===== src/rtl/buf_rd_arbiter_pkg.sv =====
// Shared buffer-RAM definitions: arbiter FSM states, read tag format, default RAM read latency.
// Used by the read arbiter, the RAM wrapper and the buffer handlers.
package buf_rd_arbiter_pkg;

    localparam int BUF_RD_LATENCY = 2;
    localparam int REQ_IDX_W      = 3;

    typedef enum logic [1:0] {
        ARB_IDLE,
        ARB_BUSY,
        ARB_DRAIN
    } state_t;

    typedef struct packed {
        logic                 vld;
        logic [REQ_IDX_W-1:0] id;
    } rd_tag_t;

endpackage


===== src/rtl/buf_rd_arbiter_rr_pick.sv =====
// Round-robin first-set-bit finder: searches upward from rr_ptr+1, wrapping modulo NUM_REQ.
// Purely combinational, zero latency, no flow control.
module rr_pick
    import buf_rd_arbiter_pkg::*;
#(
    parameter int NUM_REQ = 4
) (
    input  logic [NUM_REQ-1:0]   req,
    input  logic [REQ_IDX_W-1:0] rr_ptr,
    output logic [NUM_REQ-1:0]   pick
);

    logic found;

    always_comb begin
        pick  = '0;
        found = 1'b0;
        for (int k = 1; k <= NUM_REQ; k++) begin
            for (int i = 0; i < NUM_REQ; i++) begin
                if (!found && req[i] && (((int'(rr_ptr) + k) % NUM_REQ) == i)) begin
                    pick[i] = 1'b1;
                    found   = 1'b1;
                end
            end
        end
    end

endmodule


===== src/rtl/buf_rd_arbiter.sv =====
// Lock-based round-robin arbiter for the buffer RAM read port; grant 1 cycle after req from idle,
// read data tagged back RD_LATENCY cycles after the strobe; a stuck owner is revoked after MAX_HOLD cycles.
module buf_rd_arbiter
    import buf_rd_arbiter_pkg::*;
#(
    parameter int NUM_REQ    = 4,
    parameter int ADDR_W     = 11,
    parameter int DATA_W     = 32,
    parameter int RD_LATENCY = BUF_RD_LATENCY,
    parameter int MAX_HOLD   = 4096
) (
    input  logic                      clk,
    input  logic                      rst,
    input  logic [NUM_REQ-1:0]        req,
    input  logic [NUM_REQ-1:0]        req_rd_en,
    input  logic [NUM_REQ*ADDR_W-1:0] req_addr,
    output logic [NUM_REQ-1:0]        gnt,
    output logic [NUM_REQ-1:0]        rd_valid,
    output logic [DATA_W-1:0]         rd_data,
    output logic [ADDR_W-1:0]         buf_rd_addr,
    input  logic [DATA_W-1:0]         buf_rd_data,
    output logic                      timeout,
    output logic [REQ_IDX_W-1:0]      timeout_id
);

    localparam int HOLD_W  = $clog2(MAX_HOLD + 1);
    localparam int DRAIN_W = $clog2(RD_LATENCY + 1);

    state_t               state, state_nxt;
    logic [REQ_IDX_W-1:0] owner, rr_ptr, pick_idx;
    logic [NUM_REQ-1:0]   pick;
    logic [HOLD_W-1:0]    hold_cnt;
    logic [DRAIN_W-1:0]   drain_cnt;
    logic [ADDR_W-1:0]    last_addr, own_addr;
    rd_tag_t              tag_pipe [RD_LATENCY];
    rd_tag_t              tag_out;
    logic                 own_req, own_rd_en, hold_max, release_now, timeout_hit, issue;

    rr_pick #(.NUM_REQ(NUM_REQ)) u_rr_pick (
        .req    (req),
        .rr_ptr (rr_ptr),
        .pick   (pick)
    );

    always_comb begin
        pick_idx = '0;
        for (int i = 0; i < NUM_REQ; i++) begin
            if (pick[i]) pick_idx = REQ_IDX_W'(i);
        end
    end

    // gnt is the owner one-hot while busy, so it selects the owner's lines directly
    always_comb begin
        own_req   = 1'b0;
        own_rd_en = 1'b0;
        own_addr  = '0;
        for (int i = 0; i < NUM_REQ; i++) begin
            if (gnt[i]) begin
                own_req   = req[i];
                own_rd_en = req_rd_en[i];
                own_addr  = req_addr[i*ADDR_W +: ADDR_W];
            end
        end
    end

    // A release coinciding with the hold limit counts as a normal release
    assign hold_max    = (hold_cnt == HOLD_W'(MAX_HOLD - 1));
    assign release_now = (state == ARB_BUSY) && (!own_req || hold_max);
    assign timeout_hit = (state == ARB_BUSY) && own_req && hold_max;

    always_ff @(posedge clk) begin
        if (rst) begin
            state      <= ARB_IDLE;
            gnt        <= '0;
            owner      <= '0;
            rr_ptr     <= REQ_IDX_W'(NUM_REQ - 1);
            hold_cnt   <= '0;
            drain_cnt  <= '0;
            last_addr  <= '0;
            timeout    <= 1'b0;
            timeout_id <= '0;
            for (int i = 0; i < RD_LATENCY; i++) tag_pipe[i] <= '0;
        end else begin
            state       <= state_nxt;
            timeout     <= 1'b0;
            tag_pipe[0] <= {issue, owner};
            for (int i = 1; i < RD_LATENCY; i++) tag_pipe[i] <= tag_pipe[i-1];
            if (issue) last_addr <= own_addr;
            case (state)
                ARB_IDLE: begin
                    if (|req) begin
                        gnt      <= pick;
                        owner    <= pick_idx;
                        hold_cnt <= '0;
                    end
                end
                ARB_BUSY: begin
                    hold_cnt <= hold_cnt + 1'b1;
                    if (release_now) begin
                        gnt       <= '0;
                        rr_ptr    <= owner;
                        drain_cnt <= '0;
                    end
                    if (timeout_hit) begin
                        timeout    <= 1'b1;
                        timeout_id <= owner;
                    end
                end
                ARB_DRAIN: drain_cnt <= drain_cnt + 1'b1;
                default: ;
            endcase
        end
    end

    always_comb begin
        state_nxt = state;
        case (state)
            ARB_IDLE:  if (|req) state_nxt = ARB_BUSY;
            ARB_BUSY:  if (release_now) state_nxt = ARB_DRAIN;
            ARB_DRAIN: if (drain_cnt == DRAIN_W'(RD_LATENCY - 1)) state_nxt = ARB_IDLE;
            default:   state_nxt = ARB_IDLE;
        endcase
    end

    assign tag_out = tag_pipe[RD_LATENCY-1];
    assign rd_data = buf_rd_data;

    always_comb begin
        issue       = (state == ARB_BUSY) && own_rd_en;
        buf_rd_addr = issue ? own_addr : last_addr;
        rd_valid    = '0;
        for (int i = 0; i < NUM_REQ; i++) begin
            rd_valid[i] = tag_out.vld && (tag_out.id == REQ_IDX_W'(i));
        end
    end

endmodule


===== config.mk =====
export PLATFORM = sky130hd
export DESIGN_NAME = buf_rd_arbiter
export DESIGN_NICKNAME = d
export VERILOG_FILES = /design/src/rtl/buf_rd_arbiter_pkg.sv /design/src/rtl/buf_rd_arbiter_rr_pick.sv /design/src/rtl/buf_rd_arbiter.sv
export SDC_FILE = /design/constraint.sdc
export NUM_CORES = 1
export LEC_CHECK = 0
export ABC_AREA = 1
export CAP_MARGIN = 5
export CORE_ASPECT_RATIO = 1.5
export CORE_UTILIZATION = 44
export DETAILED_ROUTE_END_ITERATION = 8
export PLACE_DENSITY = 0.83
export RECOVER_POWER = 100
export SLEW_MARGIN = 10
export SYNTH_ARGS = -nofsm -noshare
export SYNTH_HDL_FRONTEND = slang
export SYNTH_HIERARCHICAL = 1
export SYNTH_SLANG_ARGS = --single-unit

===== constraint.sdc =====
create_clock -name clk -period 6.6 [get_ports clk]
set_input_delay 1.98 -clock clk [delete_from_list [all_inputs] [get_ports clk]]
set_output_delay 1.98 -clock clk [all_outputs]
set_load 0.005 [all_outputs]

# After elaboration in Yosys (flattened, before gate mapping)
# Memory sizes are Yosys's and may differ from the RTL's.
# Cells that the tools add are included.
dict set report word_totals {
  inputBits 86
  register_bits 41
  memories 1
  ram_bits 8
}
dict set report classes {
  add_sub_neg 6
  reduce_logical 77
  n_eq_ne 22
  mux 63
  n_bitwise 7
}
# memory depth word_bits rd rd_ports_with_merged_regs wr line_no
set mem_list {}
lappend mem_list {tag_pipe 2 4 2 0 2 buf_rd_arbiter.sv:35} ;# rd_tag_t tag_pipe [RD_LATENCY];
# op n
set op_table {}
lappend op_table {{32-bit logical NOT} 4}
lappend op_table {{11-bit 2-to-1 mux} 5}
lappend op_table {{1-bit 2-to-1 mux} 43}
lappend op_table {{1-bit logical AND} 39}
lappend op_table {{13-bit case mux with 2 select lines} 1}
lappend op_table {{3-bit equality test (second input constant)} 8}
lappend op_table {{3-bit by 2-bit equality test with 1-bit output (second input constant)} 6}
lappend op_table {{1-bit logical NOT} 16}
lappend op_table {{4-bit 2-to-1 mux} 4}
lappend op_table {{13-bit by 1-bit adder with 13-bit output (second input constant)} 1}
lappend op_table {{13-bit by 12-bit equality test with 1-bit output (second input constant)} 1}
lappend op_table {{13-bit 2-to-1 mux} 1}
lappend op_table {{2-bit AND reduction} 5}
lappend op_table {{2-bit OR reduction} 5}
lappend op_table {{2-bit 2-to-1 mux} 4}
lappend op_table {{4-bit case mux with 2 select lines} 1}
lappend op_table {{2-bit by 1-bit adder with 2-bit output (second input constant)} 3}
lappend op_table {{3-bit 2-to-1 mux} 2}
lappend op_table {{2-bit inequality test (second input constant)} 3}
lappend op_table {{2-bit case mux with 3 select lines} 1}
lappend op_table {{3-bit AND reduction} 2}
lappend op_table {{2-bit adder (second input constant)} 2}
lappend op_table {{1-bit bitwise AND (first input constant)} 4}
lappend op_table {{2-bit by 1-bit equality test with 1-bit output (second input constant)} 2}
lappend op_table {{10 further kinds} 12}

# Longest topological paths before layout
# Gate-level depths: netlist (run 1).
dict set report logic_depth {
  ltp_word 68
  mapped_depth 13
}

# Modules after synthesis
# The synthesis (run 1) kept the hierarchy.
# module cells_per_inst area_each_um2 n_inst
set modules_own_cells {}
lappend modules_own_cells {buf_rd_arbiter 381 2580.0 1}
lappend modules_own_cells {rr_pick 52 287.8 1}

# Worst setup path before layout (run 1)
# Ideal clock, no wire load.
dict set report synth_timing {
  path_type {input to output}
  startpoint {input port req_rd_en[1]}
  endpoint {output port buf_rd_addr[1]}
  arrival_time_ns 2.633
  cell_stages 8
  setup_slack_ns 1.987
  n_path_buf 1
  required_ns 4.620
  cell_sequence {nand2_1 nand2_1 nand2_1 a21oi_2 inv_2 buf_6 nand2_1 nand2_1}
}
dict set report synth_between {
  elab_chain_cells 5
}
# element line_no
set synth_rtl {}
lappend synth_rtl {{from (decl)} buf_rd_arbiter.sv:15} ;# input logic [NUM_REQ-1:0] req_rd_en,
lappend synth_rtl {{1-bit 2-to-1 mux (3 in a row)} buf_rd_arbiter.sv:58} ;# if (gnt[i]) begin
lappend synth_rtl {{1-bit logical AND} buf_rd_arbiter.sv:129} ;# issue = (state == ARB_BUSY) && own_rd_en;
lappend synth_rtl {{11-bit 2-to-1 mux} --}
lappend synth_rtl {{to (decl)} buf_rd_arbiter.sv:20} ;# output logic [ADDR_W-1:0] buf_rd_addr,
# Every way passes these cells.

# Worst setup path after layout (run 1)
dict set report layout_timing {
  startpoint {input port req_rd_en[1]}
  endpoint {output port buf_rd_addr[10]}
}
# The elaborated chain is that of the path after synthesis.

==> results of run 1 <==
## worst max-delay path, cell delays in order
cell	delay [ns]
clkdlybuf4s50_1	0.45
nand2_1	0.05
nand2_1	0.09
nand2_1	0.06
a21oi_2	0.48
inv_1	0.33
nand2_1	0.16
nand2_1	0.06
dlygate4sd3_1	0.57
## report_power, final
part	switching, mW	internal, mW	total, mW
Sequential	0.0429	0.302	0.345
Clock	0.0918	0.0947	0.186
Combinational	0.232	0.148	0.380
## flip-flops by register name, summed over array words and instances (netlist names)
signal and flops:
timeout_id 2, hold_cnt 13, drain_cnt 2, owner 2, timeout 1, rr_ptr 2, tag_pipe 6, state 2
gnt 4, last_addr 11
## stage by stage
| step | area, um2 | power (mW) | worst slack [ns] | std cells | util |
|---|---|---|---|---|---|
| 6_report | 3440 | 0.911 | 0.388 | 542 | 0.553 |
| 5_1_grt | 3440 | 0.980 | 0.182 | 542 | 0.553 |
| 4_1_cts | 3480 | 0.931 | 0.568 | 542 | 0.560 |
| 3_5_place_dp | 3380 | 0.746 | 0.604 | 534 | 0.543 |
| 3_3_place_gp | 3380 | 0.736 | 0.634 | 534 | 0.543 |
| 2_1_floorplan | 2870 | 0.633 | 1.99 | 433 | - |
## routing by layer
metal / up-vias / global-route usage / wire length [um]
li1: 1454 / - / -
met1: 1253 / 0.219 / 2550
met2: 105 / 0.417 / 3840
met3: 21 / 0.0419 / 456
met4: 0 / 0.109 / 165
met5: - / 0 / 0
## area by class of cell
class	count	area share
inverters	38	0.0415
repair buffers	77	0.222
clock buffers	7	0.0280
well taps	74	0.0269
clock inverters	1	0.00146
flip-flops and latches	45	0.262
multi-input cells	300	0.418
## kinds of logic (layout without fill, tap and decap cells)
family / count (synthesis) / after routing
other: 1 / 1
AND/OR/NAND/NOR: 209 / 209
flip-flops: 45 / 45
AO/OA/AOI/OAI: 88 / 88
adder cells (fa/ha/maj): 2 / 2
buffers and inverters: 88 / 123
## layout by cell type (no fill, tap or decap), types with 3 or more instances in the layout
cell type / instances
nor3_1: 6
clkbuf_8: 7
o211ai_1: 3
inv_1: 36
clkdlybuf4s50_1: 60
o21ai_1: 3
nand2_1: 124
nand4_1: 12
o21ai_0: 29
dlygate4sd3_1: 15
a21oi_1: 40
nor2_1: 24
dfxtp_1: 45
nand3_1: 30
or2_2: 4
a21oi_2: 7
## final timing paths
kind / start / endpoint / slack [ns] / cells past startpoint
setup / recovery: req_rd_en[1] / buf_rd_addr[10] / 0.39 / 9
hold / removal: tag_pipe[0][3] / tag_pipe[0][7] / 0.41 / 2
setup reg to reg: rr_ptr[0] / owner[0] / 4.04 / 13
hold reg to reg: tag_pipe[0][3] / tag_pipe[0][7] / 0.41 / 2
==> flow_metrics.env, run 1 <==
export IMPL_grt_pass1_wl_um=11600
export IMPL_ys_warn_count=6
export IMPL_synthTopCellsByArea="dfxtp_1 (31%), nand2_1 (16%), buf_4 (9.2%)"
export IMPL_skew_ns=0.00544
export IMPL_timing_slew_headroom=0.406
export IMPL_grt_pass1_vias=2751
export IMPL_fin_crit_ns=6.21
export IMPL_cts_buffer_depth=2
export IMPL_synth_compound_area_share=0.176
export IMPL_first_pass_iters=4
export IMPL_yosys_area_share_simple=0.329
export IMPL_nFillCells=611
export IMPL_setup_violations=0
export IMPL_grt_ovfl_total=0
export IMPL_vias_per_cell=5.23
export IMPL_synth_top_family_by_area="simple AND/OR/NAND/NOR gates"
export IMPL_area_growth_pct=19.9
export IMPL_fmax_mhz=161
export IMPL_static_leakage_power_nw=1.39
export IMPL_powerDensity_mw_per_mm2=265
export IMPL_drt_iter0_markers=125
export IMPL_finalWirelength_um=7020
export IMPL_synth_edf_count=0
export IMPL_synth_cell_types=33
export IMPL_cp_end_kind="primary output"
export IMPL_coreArea_mm2=0.00622
export IMPL_io_pins=141
export IMPL_antenna_found_initial=0
export IMPL_synthMostInstantiatedCell="nand2_1"
export IMPL_multi_input_area_mm2=0.00144
export IMPL_initial_core_util=0.461
export IMPL_cts_clk_slew_worst_paths_ns=0.08
export IMPL_grt_usage=0.221
export IMPL_die_h_um=101
export IMPL_setup_tns_ns=0
export IMPL_synthAdderAreaFrac=0.00873
export IMPL_rsz0062_at_grt="no"
export IMPL_fin_crit_sh=0.941
export IMPL_slew_viol_final=0
export IMPL_synth_xor_area_frac=0
export IMPL_yosys_area_top_type_share=0.314
export IMPL_postCtsHoldBufs=0
export IMPL_cts_sinks=45
export IMPL_grt_start_max_net_pins=29
export IMPL_ir_worst_vdd_uv=161
export IMPL_fin_nets=555
export IMPL_synth_commonest_cells="nand2_1 (124), dfxtp_1 (45), a21oi_1 (36), buf_4 (35), inv_1 (35)"
export IMPL_die_w_um=67.9
export IMPL_seq_area_um2=901
export IMPL_post_route_drc_count=0
export IMPL_startpoint_type="input pin"
export IMPL_ys_flop_type="dfxtp_1"
export IMPL_maxCapViolCount=0
export IMPL_worstSkewPairLatency_ns=0.30
export IMPL_gp_congestion=0.879
export IMPL_dp_final_hpwl_um=5500
export IMPL_ys_ff_latch=45
export IMPL_status="complete, no violations"
export IMPL_crit_type="in2out"
export IMPL_port_buffers=75
export IMPL_crit_fanout=12
export IMPL_htreeDepth=2
export IMPL_synthArstFlopShare=0
export IMPL_die_area_mm2=0.00685
export IMPL_synth_mux_area_frac=0
export IMPL_cp_required_ns=4.62
export IMPL_cts_tree="yes"
export IMPL_hold_viol=0
export IMPL_vias=2833
export IMPL_ys_seq_area_frac=0.314
export IMPL_ant_nets=0
export IMPL_cts_resized_gates=0
export IMPL_worstMarginPinSlew_ns=0.891
export IMPL_arrival_ns=4.23
export IMPL_synthesis_area_mm2=0.00287
export IMPL_synth_avg_cell_area_um2=6.62
export IMPL_hold_path_class="reg2reg"
export IMPL_root_buffer="clkbuf_8"
export IMPL_antenna_cells=0
export IMPL_cts_made_buffers=5
export IMPL_holdWs_ns=0.410
export IMPL_syn_nets=521
export IMPL_drive_gt1_frac=0.0577
export IMPL_yosysTopAreaCell="dfxtp_1"
export IMPL_cts_setup_buffers=0
export IMPL_wl_per_cell_um=12.9
export IMPL_syn_inst=433
export IMPL_rows=35
No activity file was read; power rests on OpenSTA's default activity.
==> run 2, diff against run 1 <==
--- a/config.mk
+++ b/config.mk
@@ -10,6 +10,7 @@
 export CORE_ASPECT_RATIO = 1.5
 export CORE_UTILIZATION = 44
 export DETAILED_ROUTE_END_ITERATION = 8
+export GPL_TIMING_DRIVEN = 0
 export PLACE_DENSITY = 0.83
 export RECOVER_POWER = 100
 export SLEW_MARGIN = 10
==> run 2 against run 1 <==
Fmax rose by 2.8%. Combinational power up 17%. Global-route usage up 2.7 points. Die area stayed put. Critical path depth did not move. Clock-buffer cell count is 2 lower. Wire length is 14% higher.
==> flow_metrics.env, run 2 (same netlist as run 1, synthesis figures left out) <==
export IMPL_root_buffer="clkbuf_8"
export IMPL_postCtsHoldBufs=0
export IMPL_rrSetupSlack_ns=4.01
export IMPL_status="complete, no violations"
export IMPL_cp_required_ns=4.62
export IMPL_mostFrequentLayoutCells="nand2_1 (125), dlygate4sd3_1 (55), clkdlybuf4s50_1 (52)"
export IMPL_antenna_cells=0
export IMPL_first_pass_iters=4
export IMPL_crit_fanout=10
export IMPL_cts_setup_buffers=0
export IMPL_post_route_drc_count=0
export IMPL_ir_worst_vdd_uv=148
export IMPL_crit_type="in2out"
export IMPL_dp_final_hpwl_um=6530
export IMPL_finalWirelength_um=7970
export IMPL_hold_path_class="reg2reg"
export IMPL_timing_slew_headroom=0.628
export IMPL_mostFrequentLayoutCell="nand2_1"
export IMPL_rr_endpoint="owner[0]"
export IMPL_crit_start="req_rd_en[0]"
export IMPL_cts_buffer_depth=2
export IMPL_vias_per_cell=5.11
export IMPL_slew_viol_final=0
export IMPL_top_regs="hold_cnt x13, last_addr x11, tag_pipe x6"
export IMPL_initial_core_util=0.461
export IMPL_max_stage_delay_ns=0.58
export IMPL_die_w_um=67.9
export IMPL_cp_endpoint="buf_rd_addr[0]"
export IMPL_coreArea_mm2=0.00622
export IMPL_drt_iter0_markers=194
export IMPL_vias=3178
export IMPL_worstMarginPinSlew_ns=0.558
export IMPL_port_buffers=107
export IMPL_io_pins=141
export IMPL_cts_resized_gates=0
export IMPL_largest_register="hold_cnt"
export IMPL_skew_ns=0.0108
export IMPL_cpMaxStageDelayCell="dlygate4sd3_1"
export IMPL_crit_chain="clkdlybuf4s50_1, nand2_1, nand2_1, nand2_1, a21oi_1, clkbuf_1, nand2_1, nand2_1, dlygate4sd3_1"
export IMPL_static_leakage_power_nw=1.78
export IMPL_grt_usage=0.248
export IMPL_grt_ovfl_total=0
export IMPL_worstSkewPairLatency_ns=0.30
export IMPL_grt_start_max_net_pins=16
export IMPL_antenna_found_initial=0
export IMPL_rows=35
export IMPL_cts_sinks=45
export IMPL_wl_per_cell_um=12.8
export IMPL_die_h_um=101
export IMPL_rsz0062_at_grt="no"
export IMPL_grt_pass1_vias=3033
export IMPL_arrival_ns=4.06
export IMPL_grt_pass1_wl_um=13000
export IMPL_startpoint_type="input pin"
export IMPL_cp_end_kind="primary output"
export IMPL_fin_nets=635
export IMPL_maxCapViolCount=0
export IMPL_setup_tns_ns=0
export IMPL_gp_congestion=0.914
export IMPL_setup_violations=0
export IMPL_die_area_mm2=0.00685
export IMPL_area_growth_pct=43.9
export IMPL_fmax_mhz=166
export IMPL_powerDensity_mw_per_mm2=249
export IMPL_cts_clk_slew_worst_paths_ns=0.09
export IMPL_cts_tree="yes"
export IMPL_holdWs_ns=0.411
export IMPL_largest_register_ffs=13
export IMPL_fin_crit_ns=6.04
export IMPL_fin_crit_sh=0.915
export IMPL_nFillCells=588
export IMPL_r2r_start="rr_ptr[0]"
export IMPL_hold_viol=0
export IMPL_drive_gt1_frac=0.126
export IMPL_cts_made_buffers=5
export IMPL_critical_path_most_common_cell="nand2_1"
export IMPL_r2r_cells=13
export IMPL_htreeDepth=2
export IMPL_ant_nets=0
[run 2: per-stage QoR]
step | setup WS, ns | util | instances | cell area (um2) | power, mW
floorplan | 1.99 | - | 433 | 2870 | 0.633
global placement | 0.906 | 0.648 | 614 | 4030 | 0.791
detailed placement | 0.893 | 0.648 | 614 | 4030 | 0.803
CTS | 0.886 | 0.670 | 622 | 4170 | 1.05
global route | 0.402 | 0.664 | 622 | 4130 | 1.11
finish | 0.558 | 0.664 | 622 | 4130 | 1.03
[run 2: cell type report]
class                      instances  area (um2)  share of cell area
multi-input combinational        300        1440               0.350
timing repair buffer             107        1070               0.259
sequential                        45         901               0.218
buffer                            50         339              0.0821
inverter                          38         143              0.0346
tap                               74        92.6              0.0224
clock buffer                       5        68.8              0.0167
clock inverter                     3        68.8              0.0167
[run 2: report_power, final]
part	internal [mW]	switching [mW]	total (mW)
clock	0.152	0.0980	0.250
combinational	0.185	0.260	0.445
sequential	0.302	0.0300	0.332
total	0.639	0.388	1.03
[run 2: how the worst min path moves through the flow]
stage	slack, ns	cells after the start	endpoint	start
global route	0.44	2	tag_pipe[0][7]	tag_pipe[0][3]
CTS	0.41	2	tag_pipe[0][4]	tag_pipe[0][0]
floorplan	0.39	2	tag_pipe[0][4]	tag_pipe[0][0]
detailed placement	0.40	2	tag_pipe[0][4]	tag_pipe[0][0]
global placement	0.39	2	tag_pipe[0][7]	tag_pipe[0][3]
finish	0.41	2	tag_pipe[0][4]	tag_pipe[0][0]
[run 2: routing by layer]
layer / vias to the layer above / part of all wire / wire, um / GRT usage
li1: 1613 / - / - / -
met3: 18 / 0.064 / 512 / 0.0475
met1: 1408 / 0.36 / 2870 / 0.255
met4: 0 / 0.034 / 274 / 0.114
met5: - / 0 / 0 / 0
met2: 139 / 0.54 / 4310 / 0.462
[run 2: worst max-delay path, delay by kind of cell]
kind / cells / cell delay, ns
buffers and inverters: 3 / 1.37
and+or+nand+nor: 5 / 0.44
AOI/OAI and AO/OA: 1 / 0.25
